File: src/rtl/mem_port_arbiter.sv
// mem_port_arbiter
//   Shares one single-ported memory between the core's instruction-fetch path
//   and its data load/store path. One access is in flight at a time. Data
//   accesses win ties unless fetch has already waited MAX_DATA_RUN data
//   grants. Each access runs IDLE -> FETCH/DATA -> DONE -> IDLE.
//
// Ports
//   clk, reset          rising-edge clock, asynchronous active-low reset
//   if_req/if_addr      fetch request (held until if_valid) and PC
//   if_rdata/if_valid   fetched instruction and one-cycle completion pulse
//   dm_req/dm_we/dm_size/dm_addr/dm_wdata
//                       data request (held until dm_valid) and its attributes
//   dm_rdata/dm_valid   load data and one-cycle completion pulse
//   mem_req/mem_we/mem_size/mem_addr/mem_wdata
//                       registered memory request, stable until mem_ack
//   mem_rdata/mem_ack   memory read data, valid with the one-cycle ack
//   stall               core must hold while any request is unserved
module mem_port_arbiter #(
  parameter int AW           = 32,
  parameter int DW           = 32,
  parameter int MAX_DATA_RUN = 4
) (
  input  logic          clk,
  input  logic          reset,
  input  logic          if_req,
  input  logic [AW-1:0] if_addr,
  output logic [DW-1:0] if_rdata,
  output logic          if_valid,
  input  logic          dm_req,
  input  logic [1:0]    dm_we,
  input  logic [2:0]    dm_size,
  input  logic [AW-1:0] dm_addr,
  input  logic [DW-1:0] dm_wdata,
  output logic [DW-1:0] dm_rdata,
  output logic          dm_valid,
  output logic          mem_req,
  output logic [1:0]    mem_we,
  output logic [2:0]    mem_size,
  output logic [AW-1:0] mem_addr,
  output logic [DW-1:0] mem_wdata,
  input  logic [DW-1:0] mem_rdata,
  input  logic          mem_ack,
  output logic          stall
);

  localparam int CW = $clog2(MAX_DATA_RUN + 1);
  localparam logic [CW-1:0] RUN_MAX = CW'(MAX_DATA_RUN);

  typedef enum logic [1:0] {IDLE, FETCH, DATA, DONE} state_t;

  state_t        state, state_nxt;
  logic [CW-1:0] run_cnt;
  logic          gnt_data;   // side that owns the access in flight
  logic          grant_fetch, grant_data;

  // State register
  always_ff @(posedge clk or negedge reset) begin
    if (!reset) state <= IDLE;
    else        state <= state_nxt;
  end

  // Next-state logic; fetch only overtakes a pending data request once the
  // data side has used up its run budget.
  always_comb begin
    state_nxt = state;
    case (state)
      IDLE: begin
        if (dm_req && !(if_req && run_cnt == RUN_MAX)) state_nxt = DATA;
        else if (if_req)                               state_nxt = FETCH;
      end
      FETCH, DATA: if (mem_ack) state_nxt = DONE;
      DONE:        state_nxt = IDLE;
      default:     state_nxt = IDLE;
    endcase
  end

  assign grant_fetch = (state == IDLE) && (state_nxt == FETCH);
  assign grant_data  = (state == IDLE) && (state_nxt == DATA);

  // Completion pulses come straight from DONE
  always_comb begin
    if_valid = 1'b0;
    dm_valid = 1'b0;
    if (state == DONE) begin
      if_valid = !gnt_data;
      dm_valid = gnt_data;
    end
  end

  assign stall = (if_req & ~if_valid) | (dm_req & ~dm_valid);

  // Grant capture, run counter and read-data capture
  always_ff @(posedge clk or negedge reset) begin
    if (!reset) begin
      run_cnt   <= '0;
      gnt_data  <= 1'b0;
      mem_req   <= 1'b0;
      mem_we    <= 2'b00;
      mem_size  <= 3'b000;
      mem_addr  <= '0;
      mem_wdata <= '0;
      if_rdata  <= '0;
      dm_rdata  <= '0;
    end else begin
      // Request is high exactly while the FSM waits in FETCH or DATA
      mem_req <= (state_nxt == FETCH) || (state_nxt == DATA);

      if (grant_data) begin
        gnt_data  <= 1'b1;
        mem_we    <= dm_we;
        mem_size  <= dm_size;
        mem_addr  <= dm_addr;
        mem_wdata <= dm_wdata;
        if (!if_req)                 run_cnt <= '0;
        else if (run_cnt != RUN_MAX) run_cnt <= run_cnt + 1'b1;
      end

      // Fetches are always word loads; store data is left as it was
      if (grant_fetch) begin
        gnt_data <= 1'b0;
        mem_we   <= 2'b00;
        mem_size <= 3'b010;
        mem_addr <= if_addr;
        run_cnt  <= '0;
      end

      if (mem_ack) begin
        if (state == FETCH)                         if_rdata <= mem_rdata;
        else if (state == DATA && mem_we == 2'b00)  dm_rdata <= mem_rdata;
      end
    end
  end

endmodule

File: config.mk
export PLATFORM = sky130hd
export DESIGN_NAME = mem_port_arbiter
export DESIGN_NICKNAME = d
export VERILOG_FILES = /design/src/rtl/mem_port_arbiter.sv
export SDC_FILE = /design/constraint.sdc
export NUM_CORES = 1
export LEC_CHECK = 0
export CORE_MARGIN = 2
export CORE_UTILIZATION = 42
export DETAILED_ROUTE_END_ITERATION = 10
export PLACE_DENSITY_LB_ADDON = 0.2
export SLEW_MARGIN = 20
export SYNTH_ARGS = -nofsm -noshare
export SYNTH_HDL_FRONTEND = slang
export SYNTH_SLANG_ARGS = --single-unit
File: constraint.sdc
create_clock -name clk -period 2.89 [get_ports clk]
set_clock_uncertainty 0.05 [all_clocks]
set_input_delay 0.578 -clock clk [delete_from_list [all_inputs] [get_ports clk]]
set_output_delay 0.578 -clock clk [all_outputs]
set_load 0.1 [all_outputs]
# Yosys cells after proc, flatten, opt, wreduce, memory -nomap -nowiden
# Index checks and enable logic that the tools add are counted.
dict set report totals {
  register_bits 140
  in_bits 138
  wordCells 58
  output_inout_bits 137
}
dict set report op_classes {
  addsub 1
  reduce_logical 15
  bitwise_logic 6
  n_mux 18
  n_eq_ne 8
}
# cell n
set ops {}
lappend ops {{two-way mux 32 bit} 2}
lappend ops {{two-way mux 3 bit} 6}
lappend ops {{two-way mux 2 bit} 5}
lappend ops {{== test 2 bit (second input constant)} 3}
lappend ops {{one-hot mux 2 bit (3 select lines)} 1}
lappend ops {{logical AND 1 bit} 5}
lappend ops {{== test 2 x 1 -> 1 bit (second input constant)} 2}
lappend ops {{zero test 2 bit} 2}
lappend ops {{two-way mux 1 bit} 4}
lappend ops {{AND reduction 2 bit} 2}
lappend ops {{adder 3 x 1 -> 3 bit (second input constant)} 1}
lappend ops {{== test 3 bit (second input constant)} 1}
lappend ops {{inequality test 3 x 1 -> 1 bit (second input constant)} 1}
lappend ops {{inequality test 3 bit (second input constant)} 1}
lappend ops {{inverter 1 bit} 3}
lappend ops {{AND reduction 3 bit} 1}
lappend ops {{bitwise AND 1 bit} 2}
lappend ops {{zero test 1 bit} 2}
lappend ops {{nonzero test 2 bit} 1}
lappend ops {{OR reduction 2 bit} 1}
lappend ops {{logical OR 1 bit} 1}
lappend ops {{bitwise OR 1 bit} 1}

# Logic depth before layout (Yosys ltp)
# Gate-level depths: netlist of the first run.
dict set report depth {
  depth_word 10
  mapped_depth 14
  ltp_nobuf 9
}

# Worst setup path before layout of the first run
# OpenSTA, ideal clock, no wires.
dict set report synth_timing {
  path_kind {reg2out}
  from {register state[1]}
  to {output stall}
  path_buffers 0
  t_arrival_ns 3.054
  required_time_ns 2.262
  path_stages_with_launch 4
  path_slack_ns -0.792
  path_cell_list {dfrtp_1 ha_1 nor2b_1 a21oi_1}
}
dict set report synth_via {
  elab_chain_len 5
  word_cells_on_any_way 8
  classes_between {eq/ne: 1; mux: 2; bitwise: 5}
}
# item line_no
set synth_lines {}
lappend synth_lines {{from (decl)} 51} ;# state_t state, state_nxt;
lappend synth_lines {{from (signal assigned)} 59} ;# else state <= state_nxt;
lappend synth_lines {{== test 2 bit} 84} ;# if (state == DONE) begin
lappend synth_lines {{two-way mux 1 bit} 84}
lappend synth_lines {{via if_valid} 28} ;# output logic if_valid,
lappend synth_lines {{inverter 1 bit} 90} ;# assign stall = (if_req & ~if_valid) | (dm_req & ~dm_valid);
lappend synth_lines {{bitwise AND 1 bit} 90}
lappend synth_lines {{bitwise OR 1 bit} 90}
lappend synth_lines {{to (decl)} 43} ;# output logic stall
# The timed path passes the listed nets, and every way through them passes these cells.

# Final worst setup path of the first run
dict set report layout_timing {
  from {input if_req}
  to {register mem_wdata[14]}
}
dict set report layout_via {
  elab_chain_len 7
  word_cells_on_any_way 8
  classes_between {eq/ne: 1; mux: 3; reduce/logical: 4}
}
# item line_no
set layout_lines {}
lappend layout_lines {{from (decl)} 25} ;# input logic if_req,
lappend layout_lines {{logical AND 1 bit} 68} ;# if (dm_req && !(if_req && run_cnt == RUN_MAX)) state_nxt = DATA;
lappend layout_lines {{zero test 1 bit} 68}
lappend layout_lines {{logical AND 1 bit} 68}
lappend layout_lines {{two-way mux 2 bit (*)} 68}
lappend layout_lines {{one-hot mux 2 bit (3 select lines) (*)} 66} ;# case (state)
lappend layout_lines {{== test 2 bit (*)} 78} ;# assign grant_data = (state == IDLE) && (state_nxt == DATA);
lappend layout_lines {{logical AND 1 bit (*)} 78}
lappend layout_lines {{to (signal assigned)} 113} ;# mem_wdata <= dm_wdata;
lappend layout_lines {{to (decl)} 40} ;# output logic [DW-1:0] mem_wdata,
# Mark *: on every way between the ends. The rest lies on a longest branch, timed or not.
# A chain may end at the register's enable or synchronous reset.

==> results.sh, run 1 <==
export IMPL_outcome="finished, final reports clean"
export IMPL_antenna_found_initial=0
export IMPL_gp_congestion=0.7546
export IMPL_fin_ws_ns=0.3223
export IMPL_yosys_area_top_type_share_pct=58.92
export IMPL_drt_pass1_iter_count=4
export IMPL_finalSetupViolCount=0
export IMPL_path_max_fanout=33
export IMPL_grt_max_degree=68
export IMPL_cp_start_kind="input pin"
export IMPL_clockBufferDepth=2
export IMPL_cts_reportedPaths_clkPinSlew_ns=0.06
export IMPL_synthArstFlopShare_pct=100.0
export IMPL_grtUsageMet3_pct=6.780
export IMPL_yosys_warnings=0
export IMPL_synth_largest_area_cell="dfrtp_1"
export IMPL_cts_resized=0
export IMPL_post_cts_buffers=0
export IMPL_synth_top_flop_cell="dfrtp_1"
export IMPL_ys_seq_elements=140
export IMPL_h_tree_depth=4
export IMPL_path_class="input pin to flip-flop"
export IMPL_dp_slack_ns=-0.05764
export IMPL_tightest_slew_ns=0.4587
export IMPL_arrival_ns=2.80
export IMPL_die_h_um=123.0
export IMPL_relSlewSlack_pct=69.42
export IMPL_layout_nets=919
export IMPL_final_core_util_pct=66.25
export IMPL_n_antenna_cell=0
export IMPL_globalRouteMet2Util_pct=33.53
export IMPL_postCtsHoldBufs=0
export IMPL_min_path_type="input pin to async pin"
export IMPL_area_delta_synth_final_pct=54.67
export IMPL_synth_edff_count=0
export IMPL_timing_fmax_mhz=389.5
export IMPL_met1_usage_pct=23.65
export IMPL_required_ns=3.12
export IMPL_grtUsageTotal_pct=19.88
export IMPL_avgSynthCellArea_um2=12.11
export IMPL_numPortBuffers=274
export IMPL_wire_per_inst_um=15.74
export IMPL_maxCapViolCount=0
export IMPL_synthTopCellsByCount="140 x dfrtp_1, 134 x nand2_1, 34 x mux2_2"
export IMPL_clockRootBuffer="clkbuf_16"
export IMPL_yosysUniqueCellTypes=36
export IMPL_synthTopCellsByArea="dfrtp_1 59%, nand2_1 8.5%, mux2_4 7.6%"
export IMPL_grt_pass1_vias=4770
export IMPL_r2r_worst_path_cells=10
export IMPL_drv_slew=0
export IMPL_drt_wl_total_mm=15.21
export IMPL_busiest_layer="met2"
export IMPL_drive_above_1_share_pct=32.57
export IMPL_syn_nets=637
export IMPL_ant_nets=0
export IMPL_finalHoldViolations=0
export IMPL_synthCells=491
export IMPL_fin_crit_sh_pct=88.85
export IMPL_io_pins=275
export IMPL_post_synth_top_count_cell="dfrtp_1"
export IMPL_routed_via_count=4661
export IMPL_die_w_um=123.0
export IMPL_end_kind="flip-flop"
export IMPL_clock_sinks=140
export IMPL_grt_pass1_wl_mm=23.36
export IMPL_drtIter0Drc=252
export IMPL_syn_cell_area_mm2=0.005946
export IMPL_vias_per_cell=4.825
export IMPL_initial_utilization_pct=42.83
export IMPL_cts_inserted_buffers=17
export IMPL_core_rowCount=43
export IMPL_seq_area_frac_synth_pct=58.92
export IMPL_fin_crit_ns=2.568
export IMPL_insertion_delay_ns=0.40
export IMPL_core_area_mm2=0.01388
export IMPL_cts_tree="done"
export IMPL_drc=0
export IMPL_hpwl_mm=11.25
export IMPL_rsz0062_at_grt="false"
export IMPL_die_area_mm2=0.01512
export IMPL_grt_remaining_overflow=0
## cell type report
class,instances,area [um2]
inverter,11,41.29
clock buffer,21,460.4
fill,1043,4684
sequential,140,3503
tap,180,225.2
multi-input combinational,312,2207
clock inverter,11,117.6
timing repair buffer,291,2641
## worst max-delay path, cell delays in order
cell and delay, ns:
clkdlybuf4s50_1 0.53, and2b_1 0.22, o21a_1 0.20, or3_1 0.31
ha_1 0.25, and2_1 0.30, buf_12 0.23, nand2_1 0.09
nand2_1 0.08
## cells by family (layout without fill, tap and decap cells)
| logic type | after synthesis | in the layout | synth area share [%] |
|---|---|---|---|
| multiplexers | 96 | 96 | 19.40 |
| AO/OA/AOI/OAI | 52 | 52 | 5.134 |
| adder cells (fa/ha/maj) | 8 | 8 | 1.684 |
| flip-flops | 140 | 140 | 58.92 |
| buffers and inverters | 39 | 334 | 4.082 |
| AND/OR/NAND/NOR | 156 | 156 | 10.77 |
## sequential cells by signal, indices dropped and copies added (netlist names)
register	count
state	2
mem_size	3
mem_wdata	32
mem_req	1
run_cnt	3
if_rdata	32
gnt_data	1
mem_addr	32
mem_we	2
dm_rdata	32
## cell usage in the layout, fill, tap and decap left out, drive strengths merged, types with 6 or more instances in the layout
cell,instances
nand2,135
buf,155
clkdlybuf4s50,136
mux2i,32
inv,12
dfrtp,140
clkinv,6
clkbuf,21
mux2,64
ha,8
o21ai,34
## per-stage QoR
stage | TNS, ns | hold WS [ns] | instances | cell area, um2
2_1_floorplan | 0 | 0.2324 | 491 | 5952
3_3_place_gp | 0 | 0.4117 | 934 | 8618
3_5_place_dp | -0.9615 | 0.4173 | 934 | 8618
4_1_cts | 0 | 0.01379 | 966 | 9196
5_1_grt | 0 | 0.03162 | 966 | 9196
6_report | 0 | 0.02017 | 966 | 9196
## metal layers
| metal | part of all wire, % | routed length, um |
|---|---|---|
| met1 | 40 | 6035 |
| met2 | 50 | 7615 |
| met3 | 8.1 | 1235 |
| met4 | 2.1 | 320 |
| met5 | 0 | 0 |
## path summary, 6_finish.rpt
check | from | to | slack, ns
max | if_req | mem_wdata[14]$_DFFE_PN0P_ | 0.32
min | reset | mem_addr[20]$_DFFE_PN0P_ | 0.02
max reg2reg | state[0]$_DFF_PN0_ | mem_wdata[14]$_DFFE_PN0P_ | 0.33
min reg2reg | mem_wdata[12]$_DFFE_PN0P_ | mem_wdata[12]$_DFFE_PN0P_ | 0.43
max in group asynchronous | reset | dm_rdata[30]$_DFFE_PN0P_ | 1.99
min in group clk | mem_wdata[12]$_DFFE_PN0P_ | mem_wdata[12]$_DFFE_PN0P_ | 0.43
Power of run 1 is not shown: default switching activity piles up to over one toggle a cycle in this logic, so the estimate is an artifact.
==> run 2: changes to the inputs <==
--- a/config.mk
+++ b/config.mk
@@ -7,6 +7,7 @@
 export LEC_CHECK = 0
 export CORE_MARGIN = 2
 export CORE_UTILIZATION = 42
+export CTS_CLUSTER_SIZE = 25
 export DETAILED_ROUTE_END_ITERATION = 10
 export PLACE_DENSITY_LB_ADDON = 0.2
 export SLEW_MARGIN = 20
==> constraint.sdc (replaced) <==
create_clock -name clk -period 2.89 [get_ports clk]
set_clock_uncertainty 0.05 [all_clocks]
set_input_delay 0.7225 -clock clk [delete_from_list [all_inputs] [get_ports clk]]
set_output_delay 0.7225 -clock clk [all_outputs]
set_load 0.1 [all_outputs]
==> results.sh, run 2 (synthesized netlist as in run 1, its figures left out) <==
export IMPL_cp_cell_sequence="clkdlybuf4s50_1 -> and2b_1 -> o21a_1 -> or3_1 -> ha_1 -> and2_1 -> buf_12 -> nand2_1 -> nand2_1"
export IMPL_die_w_um=123.0
export IMPL_numPortBuffers=274
export IMPL_cp_start_kind="input pin"
export IMPL_dpl_cell_count=938
export IMPL_tightest_slew_ns=0.4806
export IMPL_fin_area_mm2=0.009284
export IMPL_grt_pass1_wl_mm=23.76
export IMPL_layout_common_cells="149 x buf_4, 140 x dfrtp_1, 136 x clkdlybuf4s50_1"
export IMPL_path_class="input pin to flip-flop"
export IMPL_drv_slew=0
export IMPL_clockBufferDepth=2
export IMPL_clock_sinks=140
export IMPL_drt_wl_total_mm=15.50
export IMPL_post_cts_buffers=0
export IMPL_postCtsHoldBufs=0
export IMPL_relSlewSlack_pct=67.96
export IMPL_worst_path_most_repeated_cell="nand2_1"
export IMPL_fin_crit_ns=2.655
export IMPL_crit_buf_inv=2
export IMPL_rsz0062_at_grt="false"
export IMPL_drc=0
export IMPL_final_core_util_pct=66.88
export IMPL_placed_area_mm2=0.008648
export IMPL_cp_slowest_stage_delay_ns=0.52
export IMPL_drtIter0Drc=241
export IMPL_arrival_ns=2.90
export IMPL_n_antenna_cell=0
export IMPL_grtUsageTotal_pct=20.39
export IMPL_routed_via_count=4638
export IMPL_io_pins=275
export IMPL_grt_max_degree=50
export IMPL_setup_tns_ns=0
export IMPL_finalSetupViolCount=0
export IMPL_end_kind="flip-flop"
export IMPL_layout_nets=923
export IMPL_ant_nets=0
export IMPL_cts_tree="done"
export IMPL_critical_path_slowest_cell="clkdlybuf4s50_1"
export IMPL_finalHoldViolations=0
export IMPL_h_tree_depth=4
export IMPL_grt_remaining_overflow=0
export IMPL_wire_per_inst_um=15.98
export IMPL_maxCapViolCount=0
export IMPL_required_ns=3.14
export IMPL_vias_per_cell=4.781
export IMPL_die_h_um=123.0
export IMPL_cts_resized=0
export IMPL_fin_crit_sh_pct=91.88
export IMPL_cts_inserted_buffers=17
export IMPL_gp_congestion=0.7531
export IMPL_initial_utilization_pct=42.83
export IMPL_instances_no_fill=970
export IMPL_drive_above_1_share_pct=33.04
export IMPL_hpwl_mm=11.48
export IMPL_core_area_mm2=0.01388
export IMPL_timing_fmax_mhz=376.6
export IMPL_clockRootBuffer="clkbuf_16"
export IMPL_insertion_delay_ns=0.41
export IMPL_cts_reportedPaths_clkPinSlew_ns=0.06
export IMPL_die_area_mm2=0.01512
export IMPL_antenna_found_initial=0
export IMPL_drt_pass1_iter_count=4
export IMPL_path_max_fanout=33
export IMPL_critPathTopFamily="simple AND/OR/NAND/NOR gates"
export IMPL_layout_commonest_cell="buf_4"
export IMPL_area_delta_synth_final_pct=56.14
export IMPL_core_rowCount=43
export IMPL_outcome="finished, final reports clean"
export IMPL_min_path_type="input pin to async pin"
export IMPL_grt_pass1_vias=4835
## run 2: cell types whose count changed in the layout (fill, tap and decap cells not counted)
cell / change
clkbuf_1: -1
clkinvlp_4: -1
clkinv_4: +1
clkbuf_8: +1
clkinv_2: -1
bufinv_16: +2
inv_6: -1
buf_4: +4
## run 2: through the flow
step                hold WS (ns)  setup slack (ns)
floorplan                 0.3769            0.1769
global placement          0.4110           -0.1294
detailed placement        0.4167           -0.1860
CTS                       0.1923            0.2557
global route              0.2184            0.1467
finish                    0.1896            0.2348
## run 2: cell type report
type,instances,area (um2)
fill,1046,4597
sequential,140,3503
timing repair buffer,295,2671
multi-input combinational,312,2207
clock buffer,21,470.5
tap,180,225.2
clock inverter,11,165.2
inverter,11,41.29
## run 2: final timing paths
| path | from | to | slack [ns] | depth (start not counted) |
|---|---|---|---|---|
| setup / recovery | if_req | mem_wdata[18]$_DFFE_PN0P_ | 0.23 | 9 |
| hold / removal | reset | mem_addr[22]$_DFFE_PN0P_ | 0.19 | 1 |
| setup reg to reg | state[0]$_DFF_PN0_ | mem_wdata[18]$_DFFE_PN0P_ | 0.37 | 10 |
| hold reg to reg | mem_wdata[22]$_DFFE_PN0P_ | mem_wdata[22]$_DFFE_PN0P_ | 0.43 | 2 |
| max in group asynchronous | reset | dm_rdata[22]$_DFFE_PN0P_ | 1.92 | 2 |
| min in group clk | mem_wdata[22]$_DFFE_PN0P_ | mem_wdata[22]$_DFFE_PN0P_ | 0.43 | 2 |
## run 2: routing by layer
layer	GRT usage (%)	up-vias	wire length (um)
li1	-	2217	-
met1	23.82	2224	6172
met2	35.12	183	7922
met3	6.780	14	1223
met4	7.173	0	183
met5	0	-	0
Power of run 2 is left out for the same reason.
